===== src/rtl/ro_meas_pkg.sv =====
// Shared types and default sizing for the ring-oscillator
// frequency measurement block.
package ro_meas_pkg;

    typedef enum logic [1:0] {
        IDLE,
        SETTLE,
        COUNT,
        DONE
    } meas_state_e;

    localparam int DEF_CNT_W         = 16;
    localparam int DEF_WIN_W         = 16;
    localparam int DEF_SYNC_STAGES   = 2;
    localparam int DEF_SETTLE_CYCLES = 8;

endpackage


===== src/rtl/sync_rise_detect.sv =====
// Synchroniser chain for an asynchronous level plus a
// maskable single-cycle rising-edge pulse.
module sync_rise_detect #(
    parameter int STAGES = 2
) (
    input  logic clk,
    input  logic rst,
    input  logic async_in,
    input  logic en,
    output logic rise
);

    logic [STAGES-1:0] sync_q;
    logic [STAGES-1:0] sync_d;
    logic              prev_q;
    logic              prev_d;

    // Shift the async level in; prev always tracks the synced value
    always_comb begin
        sync_d = {sync_q[STAGES-2:0], async_in};
        prev_d = sync_q[STAGES-1];
    end

    // Synchroniser and previous-sample registers
    always_ff @(posedge clk) begin
        if (rst) begin
            sync_q <= '0;
            prev_q <= 1'b0;
        end else begin
            sync_q <= sync_d;
            prev_q <= prev_d;
        end
    end

    assign rise = en & sync_q[STAGES-1] & ~prev_q;

endmodule


===== src/rtl/ro_freq_counter.sv =====
// Ring-oscillator edge counter: enable, settle, count over a
// programmable clk window, return result by valid/ready.
module ro_freq_counter
    import ro_meas_pkg::*;
#(
    parameter int CNT_W         = DEF_CNT_W,
    parameter int WIN_W         = DEF_WIN_W,
    parameter int SYNC_STAGES   = DEF_SYNC_STAGES,
    parameter int SETTLE_CYCLES = DEF_SETTLE_CYCLES
) (
    input  logic             clk,
    input  logic             rst,
    input  logic             start,
    input  logic [WIN_W-1:0] window_len,
    output logic             busy,
    output logic             osc_enable,
    input  logic             osc_in,
    output logic [CNT_W-1:0] count,
    output logic             count_valid,
    input  logic             count_ready,
    output logic             overflow
);

    localparam int SET_W = $clog2(SETTLE_CYCLES + 1);

    meas_state_e      state_q, state_d;
    logic [WIN_W-1:0] win_q, win_d;
    logic [SET_W-1:0] settle_q, settle_d;
    logic [CNT_W-1:0] cnt_q, cnt_d;
    logic             ovf_q, ovf_d;
    logic             valid_q, valid_d;
    logic             busy_q, busy_d;
    logic             en_q, en_d;
    logic             rise;

    sync_rise_detect #(
        .STAGES(SYNC_STAGES)
    ) u_sync (
        .clk     (clk),
        .rst     (rst),
        .async_in(osc_in),
        .en      (state_q == COUNT),
        .rise    (rise)
    );

    // Next-state, counters and registered-output decode
    always_comb begin
        state_d  = state_q;
        win_d    = win_q;
        settle_d = settle_q;
        cnt_d    = cnt_q;
        ovf_d    = ovf_q;
        unique case (state_q)
            IDLE: begin
                if (start) begin
                    cnt_d = '0;
                    ovf_d = 1'b0;
                    if (window_len != '0) begin
                        win_d    = window_len;
                        settle_d = SET_W'(SETTLE_CYCLES);
                        state_d  = SETTLE;
                    end else begin
                        state_d = DONE;
                    end
                end
            end
            SETTLE: begin
                settle_d = settle_q - SET_W'(1);
                if (settle_q == SET_W'(1)) begin
                    state_d = COUNT;
                end
            end
            COUNT: begin
                if (rise) begin
                    if (&cnt_q) begin
                        ovf_d = 1'b1;
                    end else begin
                        cnt_d = cnt_q + CNT_W'(1);
                    end
                end
                win_d = win_q - WIN_W'(1);
                if (win_q == WIN_W'(1)) begin
                    state_d = DONE;
                end
            end
            DONE: begin
                if (count_ready) begin
                    state_d = IDLE;
                end
            end
            default: state_d = IDLE;
        endcase
        busy_d  = (state_d != IDLE);
        en_d    = (state_d == SETTLE) || (state_d == COUNT);
        valid_d = (state_d == DONE);
    end

    // State, counter and output registers
    always_ff @(posedge clk) begin
        if (rst) begin
            state_q  <= IDLE;
            win_q    <= '0;
            settle_q <= '0;
            cnt_q    <= '0;
            ovf_q    <= 1'b0;
            valid_q  <= 1'b0;
            busy_q   <= 1'b0;
            en_q     <= 1'b0;
        end else begin
            state_q  <= state_d;
            win_q    <= win_d;
            settle_q <= settle_d;
            cnt_q    <= cnt_d;
            ovf_q    <= ovf_d;
            valid_q  <= valid_d;
            busy_q   <= busy_d;
            en_q     <= en_d;
        end
    end

    assign busy        = busy_q;
    assign osc_enable  = en_q;
    assign count       = cnt_q;
    assign count_valid = valid_q;
    assign overflow    = ovf_q;

endmodule


===== config.mk =====
export PLATFORM = sky130hd
export DESIGN_NAME = ro_freq_counter
export DESIGN_NICKNAME = d
export VERILOG_FILES = /design/src/rtl/ro_meas_pkg.sv /design/src/rtl/sync_rise_detect.sv /design/src/rtl/ro_freq_counter.sv
export SDC_FILE = /design/constraint.sdc
export NUM_CORES = 1
export LEC_CHECK = 0
export CORE_MARGIN = 8
export CORE_UTILIZATION = 40
export DETAILED_ROUTE_END_ITERATION = 16
export PLACE_DENSITY = 0.65
export SYNTH_ARGS = -nofsm -noshare
export SYNTH_HDL_FRONTEND = slang
export SYNTH_SLANG_ARGS = --single-unit

===== constraint.sdc =====
create_clock -name clk -period 1.8 [get_ports clk]
set_input_delay 0.18 -clock clk [delete_from_list [all_inputs] [get_ports clk]]
set_output_delay 0.18 -clock clk [all_outputs]
set_load 0.005 [all_outputs]

# Yosys cells after proc, flatten, opt, wreduce, memory -nomap -nowiden
# Index checks and enable logic that the tools add are counted.
# word_totals
ff_bits	45
input_bits	21
out_inout_bits	20
# classes
addsub	3
eq_ne	13
mux	20
bitwise	3
n_reduce_logical	11
# ops
cell	n
$mux 16	5
$pmux 16 s2	2
$add 16x1->16 const B	1
$eq 16x1->1 const B	1
$reduce_and 16->1	1
$reduce_bool 16->1	1
$sub 16x1->16 const B	1
$mux 2	5
$ne 2x2->1 const B	5
$eq 2x2->1 const B	4
$mux 4	2
$pmux 2 s4	1
$pmux 4 s2	1
$reduce_and 4->1	2
$reduce_and 3->1	2
$reduce_bool 2->1	3
$eq 2x1->1 const B	2
$eq 4x1->1 const B	1
$sub 4x1->4 const B	1
$mux 1	3
$and 1x1->1	2
$logic_not 2->1	1
$pmux 1 s2	1
$logic_or 1x1->1	1
$not 1->1	1

# Longest topological paths before layout
# Gate-level depths: netlist of the first run.
# logic_depth
word_depth	6
depth_mapped	8
ltp_nobuf	8

# Hierarchy
# From an unflattened synthesis of the first run, not the netlist that was laid out.
# hier_totals
hier_cells	281
hier_area_um2	2397.3
# by_module_without_submodules
module	n_inst	cells_each	area_each_um2	seq_area_each_um2
ro_freq_counter	1	274	2309.7	840.8
sync_rise_detect	1	7	87.6	60.1

# Worst setup path after synthesis of the first run
# No wires, ideal clock.
# synth_timing
path_kind	register -> register
start	reg win_q[10]
end	reg en_q, in the netlist osc_enable
arrival_ns	1.846
required_time_ns	1.672
path_slack_ns	-0.174
stages_incl_launch_ff	7
n_path_buf	0
period_less_slack_ns	1.974
cell_sequence	dfxtp_1 -> or4_1 -> nor4_2 -> nand4_1 -> a21o_1 -> ha_1 -> nor2b_1
# synth_between
elab_chain_len	5
elab_cells_between_ends	6
cone_classes	eq/ne: 3; mux: 2; reduce/logical: 1
# synth_lines
element	line_no	text
start: declaration	ro_freq_counter.sv:27	logic [WIN_W-1:0] win_q, win_d;
start signal: assignment	ro_freq_counter.sv:111	win_q <= win_d;
$eq 16x1->1 *	ro_freq_counter.sv:82	if (win_q == WIN_W'(1)) begin
$mux 2 *	ro_freq_counter.sv:82	
$pmux 2 s4 *	ro_freq_counter.sv:53	unique case (state_q)
$eq 2x1->1 or $eq 2x2->1 (tied branches)	ro_freq_counter.sv:94	en_d = (state_d == SETTLE) || (state_d == COUNT);
$logic_or 1x1->1 *	ro_freq_counter.sv:94	
named net en_d	ro_freq_counter.sv:33	logic en_q, en_d;
end signal: assignment	ro_freq_counter.sv:117	en_q <= en_d;
end: declaration	ro_freq_counter.sv:33	
# The timed path passes the listed nets; every way through them passes the cells marked *.
# A chain may end at the register's enable or synchronous reset.

# Final worst setup path of the first run
# layout_timing
start	reg win_q[10]
end	reg valid_q, in the netlist count_valid
# layout_between
elab_chain_len	4
# layout_lines
element	line_no	text
$eq 16x1->1	ro_freq_counter.sv:82	
$mux 2	ro_freq_counter.sv:82	
$pmux 2 s4	ro_freq_counter.sv:53	
named net state_d[0]	ro_freq_counter.sv:26	meas_state_e state_q, state_d;
$eq 2x2->1	ro_freq_counter.sv:95	valid_d = (state_d == DONE);
named net valid_d	ro_freq_counter.sv:31	logic valid_q, valid_d;
end signal: assignment	ro_freq_counter.sv:115	valid_q <= valid_d;
end: declaration	ro_freq_counter.sv:31	
# The timed path passes the listed nets, and every way through them passes these cells.

==> results of run 1 <==
[flip-flops by register name, indices dropped and copies added, names as in the netlist, 2 cells and up]
register       flops
settle_q           4
u_sync.sync_q      2
win_q             16
state_q            2
count             16
[how the worst min path moves through the flow]
stage,to,slack [ns],cells past startpoint
after floorplan,u_sync.sync_q[0],0.31,1
after global placement,u_sync.sync_q[1],0.42,1
after detailed placement,u_sync.sync_q[1],0.43,1
after CTS,u_sync.sync_q[0],0.42,2
after global routing,u_sync.sync_q[0],0.41,2
final,u_sync.sync_q[0],0.43,2
[per-layer routing]
layer / GRT usage (%) / vias up
li1: - / 1297
met1: 19.5 / 1208
met2: 26.3 / 55
met3: 3.33 / 6
met4: 4.42 / 0
met5: 0 / -
[logic make-up after synthesis]
kind of cell	Yosys count	share of synthesized area (%)
AO/OA/AOI/OAI	85	22.0
buffers and inverters	25	4.54
flip-flops	45	36.3
XOR/XNOR	11	3.88
multiplexers	1	0.454
adder cells (fa/ha/maj)	7	3.53
AND/OR/NAND/NOR	133	29.3
[worst reg2reg max path, cell delays in order (launching register included)]
cell,delay [ns]
dfxtp_2,0.33
or4_4,0.57
nor4_4,0.17
nand4_1,0.12
a21o_1,0.21
buf_4,0.14
inv_1,0.05
ha_1,0.13
nor2b_2,0.12
[what timing repair did]
| action | CTS | global route |
|---|---|---|
| setup endpoints to repair | 9 | 31 |
| pin swaps | 3 | 10 |
| resized for setup | 5 | 26 |
| buffers inserted | 0 | 8 |
| hold buffers | 0 | 0 |
[placed cells by master, fill, tap and decap left out, types with 8 or more instances in the layout]
master / instances
o21ai_0: 14
buf_4: 59
nand3_1: 8
or3_1: 11
nor2_1: 41
a21oi_1: 33
xor2_1: 11
nand2b_1: 8
inv_1: 8
nand2_1: 15
clkdlybuf4s50_1: 40
dfxtp_1: 39
[power by group]
| group | switching, mW | total [mW] | internal, mW |
|---|---|---|---|
| Clock | 0.364 | 0.638 | 0.274 |
| Sequential | 0.0409 | 1.10 | 1.06 |
| Combinational | 0.333 | 0.685 | 0.351 |
[layout make-up]
class                           count  share of cell area [%]
Timing Repair Buffer              102                    24.9
Clock inverter                      2                   0.418
Tap cell                           75                    2.62
Clock buffer                        6                    2.02
Inverter                           10                    1.05
Multi-Input combinational cell    237                    43.7
Sequential cell                    45                    25.3
==> flow_summary.ini, run 1 <==
[yosys]
synth_edf_count = 0
yosysWarnings = 0
yosysUniqueCellTypes = 48
synth.avg_cell_area_um2 = 8.08
synth_top_area_share_pct = 36.3
synth-seq-cells = 45
yosysSeqAreaShare_pct = 36.3
async_flop_share_pct = 0
synthFlopType = dfxtp_1
synth_top_area_cell = dfxtp_1
syn_inst = 307
netlist_area_mm2 = 0.00248
syn_nets = 335
yosysMostFrequentCell = dfxtp_1
synthTopCellsByArea = dfxtp_1, a21oi_1, nor2_1
synth_common_cells = dfxtp_1, nor2_1, a21oi_1

[status]
violations = negative setup slack
status = complete, but fails checks

[clock_network]
clk_latency_ns = 0.31
cts.reportedPaths.clkPinSlew_ns = 0.08
cts_made_buffers = 5
cts_max_path_buffers = 2
cts_tree = built
ctsHtreeMaxLevel = 2
cts.sinks = 45
cts_root_buf = clkbuf_8

[timing]
fin_ws_ns = -0.0897
fmax_mhz = 529
slew_viol_final = 0
worst_pin_slew_ns = 0.385
period_share_pct = 105
finalClockSkew_ns = 0.0128
rsz0062_at_grt = true
hold_viol = 0
period_needed_ns = 1.89
setup_viol_count_final = 2
fin_setup_tns_ns = -0.171
maxSlewHeadroom_pct = 73.7
timing.hold.ws_ns = 0.431

[setup_path]
cp_num_cells = 8
r2r_start = win_q[10]
cp-end-kind = register
crit_family = simple AND/OR/NAND/NOR gates
worstPathCellList = or4_4 > nor4_4 > nand4_1 > a21o_1 > buf_4 > inv_1 > ha_1 > nor2b_2
r2r_setup_slack_ns = -0.09
critical_path.max_fanout = 2
setup.worst_path.start = win_q[10]
critical-path-max-stage-delay_ns = 0.57
crit_end = count_valid
worstSetupStartpointType = register
crit_slowest_cell = or4_4
critPathRequiredTime_ns = 2.04
cp.arrival_ns = 2.13
r2r_cells = 8
r2r-end = count_valid
crit_type = reg -> reg
path_buf_inv = 2

[power]
power_leakage_nw = 1.41
total_power_mw = 2.42
power.density_mw_per_mm2 = 674
ir_drop_mv = 0.362

[floorplan]
start_util_pct = 41.6
core_area_mm2 = 0.00596
rows = 28
dieHeight_um = 94.7
io_pins = 41
die-area_mm2 = 0.00898
die_w_um = 94.7

[run]
maxCapViolCount = 0

[min_path]
min_from = osc_in
holdCritPathClass = in -> reg

[route]
met3RoutedLength_um = 274
routedWlPerCell_um = 14.3
wl_met1_mm = 3.16
vias = 2566
routed_wl_mm = 6.84
viasPerCell = 5.38
top_layer = met4
first_pass_iters = 4
ant_nets = 0
wl_met2_mm = 3.34
drcViolationCount = 0
drt_iter0_drc = 131

[cells_and_area]
nets = 429
fin_area_mm2 = 0.00359
n_fill_cell = 519
multiInputGateArea_mm2 = 0.00157
area_growth_pct = 44.7
seqCellArea_um2 = 908
finalNonFillerCells = 477
drive_gt1_share_pct = 26.6
post-route-util_pct = 60.3
diodes = 0

[global_routing]
overflow = 0
grt_antenna_before_repair = 0
grtUsageTotal_pct = 15.6
grt_pass1_vias = 2442
grt_pass1_wl_mm = 11.4
grt_max_degree = 36

[placement]
place.gp.congestion = 0.854
io_buffers = 40
placed_area_mm2 = 0.00333
dp_slack_ns = -0.191
hpwl_mm = 5.02
place_inst = 461
Note: power is estimated with default switching activity, not from simulation.
==> inputs of run 2 (changes only) <==
--- a/config.mk
+++ b/config.mk
@@ -5,10 +5,12 @@
 export SDC_FILE = /design/constraint.sdc
 export NUM_CORES = 1
 export LEC_CHECK = 0
+export CELL_PAD_IN_SITES_DETAIL_PLACEMENT = 1
+export CELL_PAD_IN_SITES_GLOBAL_PLACEMENT = 1
 export CORE_MARGIN = 8
-export CORE_UTILIZATION = 40
+export CORE_UTILIZATION = 35
 export DETAILED_ROUTE_END_ITERATION = 16
-export PLACE_DENSITY = 0.65
+export PLACE_DENSITY_LB_ADDON = 0.1
 export SYNTH_ARGS = -nofsm -noshare
 export SYNTH_HDL_FRONTEND = slang
 export SYNTH_SLANG_ARGS = --single-unit
==> run 2 against run 1 <==
Against the previous run: the flow still finishes with violations (negative setup slack); combinational power rose by 11%; via count up 1.8%; register-to-register slack worse by 0.14 ns; highest routed layer unchanged.
==> flow_summary.ini, run 2 (synthesized netlist as in run 1, its figures left out) <==
[status]
status = complete, but fails checks
violations = negative setup slack

[cells_and_area]
drive_gt1_share_pct = 28.6
n_fill_cell = 837
multiInputGateArea_mm2 = 0.00162
seqCellArea_um2 = 910
fin_area_mm2 = 0.00376
layout_common_cells = buf_4, nor2_1, clkdlybuf4s50_1
mostFrequentLayoutCell = buf_4
diodes = 0
finalNonFillerCells = 502
nets = 433
area_growth_pct = 51.5

[setup_path]
cp-end-kind = register
worstSetupStartpointType = register
critical_path.max_fanout = 2
r2r_setup_slack_ns = -0.23
critPathRequiredTime_ns = 2.05
cp.arrival_ns = 2.29
crit_type = reg -> reg

[floorplan]
start_util_pct = 36.3
core_area_mm2 = 0.00683
die-area_mm2 = 0.0100
dieHeight_um = 100
rows = 30
die_w_um = 100
io_pins = 41

[placement]
placed_area_mm2 = 0.00341
hpwl_mm = 5.71
place_inst = 486
place.gp.congestion = 0.828
io_buffers = 40

[clock_network]
cts_made_buffers = 5
cts-hold-fix-buffers = 0
cts_max_path_buffers = 2
cts.reportedPaths.clkPinSlew_ns = 0.10
cts.sinks = 45
clk_latency_ns = 0.31
cts_tree = built
ctsHtreeMaxLevel = 2
cts_root_buf = clkbuf_8

[timing]
setup_viol_count_final = 5
slew_viol_final = 0
hold_viol = 0
fmax_mhz = 492
period_needed_ns = 2.03
maxSlewHeadroom_pct = 70.8
finalClockSkew_ns = 0.00979
fin_ws_ns = -0.234
period_share_pct = 113
worst_pin_slew_ns = 0.439
rsz0062_at_grt = true

[power]
swShare_pct = 30.3
power_leakage_nw = 1.46
total_power_mw = 2.67
ir_drop_mv = 0.323
seq_power_share_pct = 41.0
pwr-share-clk_pct = 30.5
p_int_mw = 1.86
comb_power_share_pct = 28.5
power.density_mw_per_mm2 = 711
p_switching_mw = 0.809

[route]
vias = 2613
viasPerCell = 5.21
drcViolationCount = 0
routed_wl_mm = 8.05
routedWlPerCell_um = 16.0
first_pass_iters = 4
drt_iter0_drc = 79
ant_nets = 0

[global_routing]
grt_max_degree = 36
overflow = 0
grt_pass1_vias = 2767
grtUsageTotal_pct = 16.5
grt_antenna_before_repair = 0
grt_pass1_wl_mm = 13.5

[run]
maxCapViolCount = 0

[min_path]
holdCritPathClass = in -> reg
[run 2: power groups by stage]
stage	registers [mW]	clock network, mW	logic, mW
floorplan	1.11	0	0.338
detailed placement	1.11	0	0.656
finish	1.09	0.814	0.761
global placement	1.11	0	0.640
CTS	1.09	0.831	0.692
global route	1.10	0.874	0.834
[run 2: per-layer routing]
layer | track usage, % | vias up | part of all wire (%)
met5 | 0 | - | 0
li1 | - | 1304 | -
met2 | 30.1 | 39 | 53
met1 | 18.8 | 1260 | 43
met3 | 2.63 | 10 | 2.6
met4 | 6.40 | 0 | 1.4
[run 2: per-stage QoR]
stage | TNS [ns] | hold slack [ns] | utilization (%) | worst slack [ns]
final | -0.696 | 0.439 | 55.0 | -0.234
after global routing | -1.22 | 0.459 | 55.0 | -0.300
after CTS | -0.448 | 0.412 | 52.5 | -0.187
after detailed placement | -5.77 | 0.452 | 50.0 | -0.276
after global placement | -4.76 | 0.434 | 50.0 | -0.243
after floorplan | -0.0859 | 0.308 | - | -0.0859
[run 2: cell type report]
cell class | instances | share of cell area, %
multi-input cells | 237 | 43.1
clock buffers | 5 | 1.83
repair buffers | 106 | 25.3
inverters | 10 | 1.07
clock inverters | 3 | 1.23
flip-flops and latches | 45 | 24.2
well taps | 96 | 3.20
[run 2: repair_timing]
| item | 4_1_cts | 5_1_grt |
|---|---|---|
| pin swaps | 4 | 20 |
| resized for setup | 9 | 36 |
| buffers inserted | 4 | 4 |
| endpoints found under the setup margin | 7 | 35 |
[run 2: worst paths after layout]
path,endpoint,start,cells past startpoint
min reg2reg,u_sync.sync_q[1],u_sync.sync_q[0],1
max reg2reg,count_valid,win_q[13],8
min,u_sync.sync_q[0],osc_in,2
max,count_valid,win_q[13],8
[run 2: critical path, cell delays in order, from the launching register on]
cell and delay (ns):
dfxtp_2 0.33, or4_4 0.56, nor4_4 0.27, nand4_1 0.13, a21o_1 0.24, buf_6 0.15
inv_4 0.04, ha_4 0.12, nor2b_4 0.13
